`config.mk`:
```
export PLATFORM = sky130hd
export DESIGN_NAME = ssd1306_spi_sink
export DESIGN_NICKNAME = d
export VERILOG_FILES = /design/src/rtl/ssd1306_pkg.sv /design/src/rtl/spi_byte_rx.sv /design/src/rtl/ssd1306_spi_sink.sv
export SDC_FILE = /design/constraint.sdc
export NUM_CORES = 1
export LEC_CHECK = 0
export BUFFER_PORTS_ARGS = -buffer_cell sky130_fd_sc_hd__buf_4
export CAP_MARGIN = 20
export CELL_PAD_IN_SITES_DETAIL_PLACEMENT = 1
export CELL_PAD_IN_SITES_GLOBAL_PLACEMENT = 2
export CORE_ASPECT_RATIO = 0.8
export CORE_MARGIN = 2
export CORE_UTILIZATION = 23
export DETAILED_ROUTE_END_ITERATION = 12
export GPL_TIMING_DRIVEN = 0
export PLACE_DENSITY_LB_ADDON = 0.15
export SLEW_MARGIN = 20
export SYNTH_ARGS = -nofsm -noshare
export SYNTH_HDL_FRONTEND = slang
export SYNTH_HIERARCHICAL = 1
export SYNTH_SLANG_ARGS = --single-unit
```
`constraint.sdc`:
```
create_clock -name clk_in -period 2.7 [get_ports clk_in]
set_input_delay 0.405 -clock clk_in [delete_from_list [all_inputs] [get_ports clk_in]]
set_output_delay 0.405 -clock clk_in [all_outputs]
set_load 0.005 [all_outputs]
```
`src/rtl/ssd1306_pkg.sv`:
```
// SSD1306 opcode map, addressing-mode and decoder-state types shared by the init and sink paths.
// Latency: n/a (types and constants only).
// Backpressure: n/a.
package ssd1306_pkg;

  localparam logic [7:0] CMD_SET_COL_LO   = 8'h00;
  localparam logic [7:0] CMD_SET_COL_HI   = 8'h10;
  localparam logic [7:0] CMD_ADDR_MODE    = 8'h20;
  localparam logic [7:0] CMD_COL_ADDR     = 8'h21;
  localparam logic [7:0] CMD_PAGE_ADDR    = 8'h22;
  localparam logic [7:0] CMD_SET_CONTRAST = 8'h81;
  localparam logic [7:0] CMD_CHARGE_PUMP  = 8'h8D;
  localparam logic [7:0] CMD_MUX_RATIO    = 8'hA8;
  localparam logic [7:0] CMD_DISPLAY_OFF  = 8'hAE;
  localparam logic [7:0] CMD_DISPLAY_ON   = 8'hAF;
  localparam logic [7:0] CMD_SET_PAGE     = 8'hB0;
  localparam logic [7:0] CMD_DISP_OFFSET  = 8'hD3;
  localparam logic [7:0] CMD_CLK_DIV      = 8'hD5;
  localparam logic [7:0] CMD_PRECHARGE    = 8'hD9;
  localparam logic [7:0] CMD_COM_PINS     = 8'hDA;
  localparam logic [7:0] CMD_VCOMH        = 8'hDB;

  typedef enum logic [1:0] {
    AM_HORIZ = 2'b00,
    AM_VERT  = 2'b01,
    AM_PAGE  = 2'b10
  } addr_mode_e;

  typedef enum logic [1:0] {
    DEC_IDLE = 2'd0,
    DEC_ARG1 = 2'd1,
    DEC_ARG2 = 2'd2
  } dec_state_e;

  // Number of argument bytes that follow an opcode on the command channel.
  function automatic logic [1:0] arg_count(input logic [7:0] op);
    case (op)
      CMD_COL_ADDR, CMD_PAGE_ADDR:                      return 2'd2;
      CMD_ADDR_MODE, CMD_SET_CONTRAST, CMD_CHARGE_PUMP,
      CMD_MUX_RATIO, CMD_DISP_OFFSET, CMD_CLK_DIV,
      CMD_PRECHARGE, CMD_COM_PINS, CMD_VCOMH:           return 2'd1;
      default:                                          return 2'd0;
    endcase
  endfunction

endpackage

```
`src/rtl/spi_byte_rx.sv`:
```
// SPI mode-0 byte receiver: synchronizes csn/sck/mosi/dc, shifts MSB first, flags torn frames.
// Latency: byte_vld one cycle after the synced 8th sck rise (SYNC_STAGES+1 cycles from the raw edge).
// Backpressure: none; byte_vld is a single-cycle strobe the consumer must take.
module spi_byte_rx #(
  parameter int SYNC_STAGES = 2
) (
  input  logic       clk_in,
  input  logic       resetn_in,
  input  logic       spi_csn,
  input  logic       spi_sck,
  input  logic       spi_mosi,
  input  logic       spi_dc,
  output logic       byte_vld,
  output logic [7:0] byte_dat,
  output logic       byte_dc,
  output logic       frame_err
);

  logic [SYNC_STAGES-1:0] csn_sync, sck_sync, mosi_sync, dc_sync;
  logic                   csn_s, sck_s, mosi_s, dc_s;
  logic                   sck_prev;
  logic                   sck_rise;
  logic [2:0]             bit_cnt;
  logic [6:0]             shift;

  assign csn_s    = csn_sync[SYNC_STAGES-1];
  assign sck_s    = sck_sync[SYNC_STAGES-1];
  assign mosi_s   = mosi_sync[SYNC_STAGES-1];
  assign dc_s     = dc_sync[SYNC_STAGES-1];
  assign sck_rise = sck_s & ~sck_prev;

  // Resynchronize the four SPI pins; csn idles deasserted.
  always_ff @(posedge clk_in or negedge resetn_in) begin
    if (!resetn_in) begin
      csn_sync  <= '1;
      sck_sync  <= '0;
      mosi_sync <= '0;
      dc_sync   <= '0;
    end else begin
      csn_sync  <= {csn_sync[SYNC_STAGES-2:0], spi_csn};
      sck_sync  <= {sck_sync[SYNC_STAGES-2:0], spi_sck};
      mosi_sync <= {mosi_sync[SYNC_STAGES-2:0], spi_mosi};
      dc_sync   <= {dc_sync[SYNC_STAGES-2:0], spi_dc};
    end
  end

  // Shift on sck rise inside a frame; a deselect with a partial byte drops it and latches the error.
  always_ff @(posedge clk_in or negedge resetn_in) begin
    if (!resetn_in) begin
      sck_prev  <= 1'b0;
      bit_cnt   <= 3'd0;
      shift     <= 7'd0;
      byte_vld  <= 1'b0;
      byte_dat  <= 8'd0;
      byte_dc   <= 1'b0;
      frame_err <= 1'b0;
    end else begin
      byte_vld <= 1'b0;
      sck_prev <= sck_s;
      if (csn_s) begin
        bit_cnt <= 3'd0;
        if (bit_cnt != 3'd0) frame_err <= 1'b1;
      end else if (sck_rise) begin
        shift   <= {shift[5:0], mosi_s};
        bit_cnt <= bit_cnt + 3'd1;
        if (bit_cnt == 3'd7) begin
          byte_vld <= 1'b1;
          byte_dat <= {shift, mosi_s};
          byte_dc  <= dc_s;
        end
      end
    end
  end

endmodule

```
`src/rtl/ssd1306_spi_sink.sv`:
```
// SSD1306 controller model: decodes SPI command bytes and turns data bytes into framebuffer writes.
// Latency: fb_we/cmd_valid one cycle after byte_vld (SYNC_STAGES+2 cycles from the raw 8th sck edge).
// Backpressure: none; the framebuffer must accept every fb_we strobe.
module ssd1306_spi_sink
  import ssd1306_pkg::*;
#(
  parameter int COLS        = 128,
  parameter int PAGES       = 8,
  parameter int SYNC_STAGES = 2
) (
  input  logic                           clk_in,
  input  logic                           resetn_in,
  input  logic                           spi_csn,
  input  logic                           spi_sck,
  input  logic                           spi_mosi,
  input  logic                           spi_dc,
  output logic                           fb_we,
  output logic [$clog2(COLS*PAGES)-1:0]  fb_addr,
  output logic [7:0]                     fb_data,
  output logic                           cmd_valid,
  output logic [7:0]                     cmd_byte,
  output logic                           display_on,
  output logic [7:0]                     contrast,
  output logic [1:0]                     addr_mode,
  output logic                           frame_err
);

  localparam int CW = $clog2(COLS);
  localparam int PW = $clog2(PAGES);
  localparam int AW = $clog2(COLS*PAGES);
  localparam logic [CW-1:0] COL_MAX  = CW'(COLS - 1);
  localparam logic [PW-1:0] PAGE_MAX = PW'(PAGES - 1);

  logic       byte_vld;
  logic [7:0] byte_dat;
  logic       byte_dc;

  spi_byte_rx #(.SYNC_STAGES(SYNC_STAGES)) u_rx (
    .clk_in    (clk_in),
    .resetn_in (resetn_in),
    .spi_csn   (spi_csn),
    .spi_sck   (spi_sck),
    .spi_mosi  (spi_mosi),
    .spi_dc    (spi_dc),
    .byte_vld  (byte_vld),
    .byte_dat  (byte_dat),
    .byte_dc   (byte_dc),
    .frame_err (frame_err)
  );

  dec_state_e    state_q, state_d;
  addr_mode_e    mode_q, mode_d;
  logic [7:0]    op_q, op_d;
  logic [CW-1:0] col_q, col_d, col_start_q, col_start_d, col_end_q, col_end_d, pm_q, pm_d;
  logic [PW-1:0] page_q, page_d, page_start_q, page_start_d, page_end_q, page_end_d;
  logic          on_q, on_d;
  logic [7:0]    contrast_q, contrast_d;
  logic          we_q, we_d, cv_q, cv_d;
  logic [AW-1:0] addr_q, addr_d;
  logic [7:0]    data_q, data_d, cb_q, cb_d;
  logic          col_last, page_last;

  // A pointer wraps to its window start at the window end, or at the top index when start > end.
  assign col_last  = (col_q == col_end_q) || (col_q == COL_MAX);
  assign page_last = (page_q == page_end_q) || (page_q == PAGE_MAX);

  // Decoder next-state: opcode/argument effects for command bytes, write + pointer advance for data.
  always_comb begin
    state_d      = state_q;
    mode_d       = mode_q;
    op_d         = op_q;
    col_d        = col_q;
    col_start_d  = col_start_q;
    col_end_d    = col_end_q;
    pm_d         = pm_q;
    page_d       = page_q;
    page_start_d = page_start_q;
    page_end_d   = page_end_q;
    on_d         = on_q;
    contrast_d   = contrast_q;
    we_d         = 1'b0;
    cv_d         = 1'b0;
    addr_d       = addr_q;
    data_d       = data_q;
    cb_d         = cb_q;
    if (byte_vld) begin
      if (byte_dc) begin
        // Data aborts any half-received command.
        state_d = DEC_IDLE;
        we_d    = 1'b1;
        addr_d  = {page_q, col_q};
        data_d  = byte_dat;
        case (mode_q)
          AM_HORIZ: begin
            if (col_last) begin
              col_d  = col_start_q;
              page_d = page_last ? page_start_q : page_q + 1'b1;
            end else begin
              col_d = col_q + 1'b1;
            end
          end
          AM_VERT: begin
            if (page_last) begin
              page_d = page_start_q;
              col_d  = col_last ? col_start_q : col_q + 1'b1;
            end else begin
              page_d = page_q + 1'b1;
            end
          end
          default: col_d = (col_q == COL_MAX) ? pm_q : col_q + 1'b1;
        endcase
      end else begin
        cv_d = 1'b1;
        cb_d = byte_dat;
        case (state_q)
          DEC_IDLE: begin
            op_d = byte_dat;
            if (arg_count(byte_dat) != 2'd0) state_d = DEC_ARG1;
            if (byte_dat == CMD_DISPLAY_OFF || byte_dat == CMD_DISPLAY_ON) on_d = byte_dat[0];
            if ((byte_dat & 8'hF8) == CMD_SET_PAGE) page_d = PW'(byte_dat[2:0]);
            if ((byte_dat & 8'hF0) == CMD_SET_COL_LO) begin
              col_d = (col_q & ~CW'(15)) | CW'(byte_dat[3:0]);
              pm_d  = (pm_q & ~CW'(15)) | CW'(byte_dat[3:0]);
            end
            if ((byte_dat & 8'hF0) == CMD_SET_COL_HI) begin
              col_d = (col_q & CW'(15)) | CW'({byte_dat[3:0], 4'h0});
              pm_d  = (pm_q & CW'(15)) | CW'({byte_dat[3:0], 4'h0});
            end
          end
          DEC_ARG1: begin
            state_d = (arg_count(op_q) == 2'd2) ? DEC_ARG2 : DEC_IDLE;
            case (op_q)
              CMD_ADDR_MODE:    if (byte_dat[1:0] != 2'b11) mode_d = addr_mode_e'(byte_dat[1:0]);
              CMD_SET_CONTRAST: contrast_d = byte_dat;
              CMD_COL_ADDR:     col_start_d = byte_dat[CW-1:0];
              CMD_PAGE_ADDR:    page_start_d = byte_dat[PW-1:0];
              default: ;
            endcase
          end
          DEC_ARG2: begin
            state_d = DEC_IDLE;
            case (op_q)
              CMD_COL_ADDR: begin
                col_end_d = byte_dat[CW-1:0];
                col_d     = col_start_q;
              end
              CMD_PAGE_ADDR: begin
                page_end_d = byte_dat[PW-1:0];
                page_d     = page_start_q;
              end
              default: ;
            endcase
          end
          default: state_d = DEC_IDLE;
        endcase
      end
    end
  end

  // Decoder, pointer and output registers.
  always_ff @(posedge clk_in or negedge resetn_in) begin
    if (!resetn_in) begin
      state_q      <= DEC_IDLE;
      mode_q       <= AM_PAGE;
      op_q         <= 8'd0;
      col_q        <= '0;
      col_start_q  <= '0;
      col_end_q    <= COL_MAX;
      pm_q         <= '0;
      page_q       <= '0;
      page_start_q <= '0;
      page_end_q   <= PAGE_MAX;
      on_q         <= 1'b0;
      contrast_q   <= 8'h7F;
      we_q         <= 1'b0;
      cv_q         <= 1'b0;
      addr_q       <= '0;
      data_q       <= 8'd0;
      cb_q         <= 8'd0;
    end else begin
      state_q      <= state_d;
      mode_q       <= mode_d;
      op_q         <= op_d;
      col_q        <= col_d;
      col_start_q  <= col_start_d;
      col_end_q    <= col_end_d;
      pm_q         <= pm_d;
      page_q       <= page_d;
      page_start_q <= page_start_d;
      page_end_q   <= page_end_d;
      on_q         <= on_d;
      contrast_q   <= contrast_d;
      we_q         <= we_d;
      cv_q         <= cv_d;
      addr_q       <= addr_d;
      data_q       <= data_d;
      cb_q         <= cb_d;
    end
  end

  assign fb_we      = we_q;
  assign fb_addr    = addr_q;
  assign fb_data    = data_q;
  assign cmd_valid  = cv_q;
  assign cmd_byte   = cb_q;
  assign display_on = on_q;
  assign contrast   = contrast_q;
  assign addr_mode  = mode_q;

endmodule

```
==> results.toml <==
[worst_setup_path]
crit_arrival_ns = 2.81
worstPathMaxFanout = 8
cp_num_buf_inv = 1
cp_top_family = "compound AO/OA/AOI/OAI gates"
worstSetupPathType = "reg2reg"
path_cells = "clkbuf_1, nand4_1, o21ai_0, a211oi_1, o32a_1"
critPathCaptureType = "flop"
crit_required_ns = 3.00
critical_path.slowest_cell = "dfstp_2"
critPathLaunchType = "flop"
critPathMaxStageDelay_ns = 0.54

[die]
rows = 50
die_x_um = 177
core-area_sq_um = 23400
dieArea_sq_um = 25100
start_util_pct = 23.4
ios = 46
die_h_um = 142

[yosys]
synth_edf_count = 0
ys_ff_latch = 116
synthArstFlopShare_pct = 100
netlist.area_leader.share_pct = 43.9
synth_fp_nets = 468
syn_avg_cell_area_sq_um = 12.0
netlist_area_sq_um = 5480
synth_commonest_cells = "dfrtp_1 (96), mux2_2 (63), nand2_1 (49), o21ai_0 (21), dfstp_2 (20)"
synth_area_leaders = "dfrtp_1 (44%), mux2_2 (13%), dfstp_2 (9.6%), nand2_1 (3.4%), o21ai_0 (1.9%)"
synth_warnings = 6
synth-seq-area-share_pct = 53.5
synth-main-ff-cell = "dfrtp_1"
synth.distinct_cells = 69
synth_most_common_cell = "dfrtp_1"
synthCells = 456
yosys.area.top_type = "dfrtp_1"

[global_routing]
grt_pass1_vias = 4149
grt_max_degree = 73
grt_pass1_wl_mm = 25.2
antenna_found_initial = 0
track_usage_pct = 13.6
grt-ovfl-total = 0

[routing]
wl_mm = 16.0
wire_per_inst_um = 18.9
drt_iter0_drc = 185
dr.pass1.iters = 4
drc_errors = 0
dr_total_vias = 3803
ant_nets = 0
avgViaCountPerCell = 4.50

[pwr]
switching_share_pct = 21.9
peakVddDrop_v = 0.000331
p_per_area_nw_per_um2 = 632
p_leak_nw = 3.15
pwr-share-seq_pct = 42.3
switchingPower_uw = 949
p_comb_share_pct = 2.5
intPower_mw = 3.39
power_mw = 4.34
p_clk_share_pct = 55.2

[status]
outcome = "finished, final reports clean"

[place]
hpwl_mm = 11.0
io_buffers = 45
place_ws_ns = 0.133
place_congestion = 0.726

[clock_tree]
clk_latency_ns = 0.42
cts-root-buf = "clkbuf_16"
clock_sinks = 116
cts_max_level = 4
post-cts-setup-buffers = 0
cts_tree = "yes"
clock_path_buffers = 2
clk_pin_slew_worst_paths_ns = 0.06
cts_buffers = 17

[timing]
period_needed_ns = 2.52
worst_pin_slew_ns = 0.771
setup_tns_ns = 0
slew_violations = 0
finalClockSkew_ns = 0.00651
max_freq_mhz = 397
maxSlewHeadroom_pct = 47.3
fin_ws_ns = 0.182
rsz0062_at_grt = "false"
setup_viol = 0
hold_viol = 0
period_share_pct = 93.3

[cells_and_area]
area_delta_synth_final_pct = 25.3
final_layout_size_suffix_gt1_share_pct = 35.6
layout.nets = 533
multi_input_area_sq_um = 2380
final_util_pct = 29.3
fillCellCount = 2607
n_antenna_cell = 0
register_area_sq_um = 2930

[job]
maxCapViolations = 0

[min_path]
hold_class = "in2reg"
cell type report:
type / count / area share (%)
repair buffers: 47 / 5.53
multi-input cells: 302 / 34.7
inverters: 12 / 0.711
plain buffers: 25 / 1.75
clock inverters: 13 / 2.64
well taps: 312 / 5.69
clock buffers: 19 / 6.31
flip-flops and latches: 116 / 42.7
timing repair:
item | 4_1_cts | 5_1_grt
endpoints found under the hold margin | 37 | 0
hold buffers | 1 | 0
setup endpoints to repair | 0 | 1
resized for setup | 0 | 1
logic make-up after synthesis:
family / share of synthesized area, %
multiplexers: 16.4
buffers and inverters: 3.08
flip-flops: 53.5
AND/OR/NAND/NOR: 14.0
AO/OA/AOI/OAI: 9.32
XOR/XNOR: 2.24
adder cells (fa/ha/maj): 1.55
registers in the layout (all words and copies together), names as in the netlist, 3 cells and up:
register / count
page_end_q: 3
u_rx/shift: 7
pm_q: 7
op_q: 8
u_rx/bit_cnt: 3
u_rx/byte_dat: 8
page_start_q: 3
col_q: 7
fb_addr: 10
col_start_q: 7
page_q: 3
cmd_byte: 8
col_end_q: 7
contrast: 8
fb_data: 8
final timing paths:
path | startpoint | to | slack, ns | depth (start not counted)
setup / recovery | addr_mode[1] | col_q[4] | 0.18 | 5
hold / removal | spi_sck | u_rx/sck_sync[0] | 0.09 | 1
setup reg to reg | addr_mode[1] | col_q[4] | 0.18 | 5
hold reg to reg | u_rx/mosi_sync[0] | u_rx/mosi_sync[1] | 0.35 | 0
max in group asynchronous | resetn_in | contrast[3] | 1.43 | 3
min in group asynchronous | resetn_in | fb_addr[4] | 0.49 | 2
power by group through the flow:
stage / clock network (mW) / logic [mW] / registers (mW)
after floorplan: 0 / 0.0522 / 1.85
after global placement: 0 / 0.0988 / 1.86
after detailed placement: 0 / 0.108 / 1.86
after CTS: 2.46 / 0.114 / 1.83
after global routing: 2.55 / 0.122 / 1.84
final: 2.40 / 0.108 / 1.83
cell usage in the layout, fill, tap and decap left out, types with 4 or more instances in the layout:
cell type,netlist,layout
xnor2_1,5,5
a211oi_1,4,4
buf_2,6,6
dfstp_2,20,20
mux2_1,6,6
nor2_1,15,15
nor4_1,4,4
a21o_1,4,4
nand2b_1,5,5
clkbuf_1,16,17
and2_1,4,4
o21ai_0,21,21
inv_1,11,10
nand3_1,10,10
mux2i_1,9,9
ha_1,6,6
nor3_1,10,10
and3_1,5,5
buf_4,1,45
bufinv_16,0,4
a21oi_1,9,9
dfrtp_1,96,96
mux2_2,63,63
clkinv_2,0,4
nand2_1,49,49
nor2b_1,4,4
clkbuf_16,0,17
xor2_1,9,9
worst reg2reg max path: stages, from the launching register on:
cell,delay (ns)
dfstp_2,0.54
clkbuf_1,0.48
nand4_1,0.47
o21ai_0,0.48
a211oi_1,0.09
o32a_1,0.34
per-layer routing:
layer,GRT usage (%),vias up,routed length (um)
li1,-,1767,-
met2,21.3,61,7400
met5,0,-,0
met3,2.72,14,486
met4,4.52,0,161
met1,18.7,1961,7950
per-stage QoR:
step                      hold WS [ns]  std cells  area (sq um)
after global placement           0.334        813          6200
after detailed placement         0.339        814          6240
after floorplan                  0.109        456          5480
final                           0.0876        846          6860
after CTS                       0.0671        847          6860
after global routing            0.0680        846          6860
Note: power is estimated with default switching activity, not from simulation.
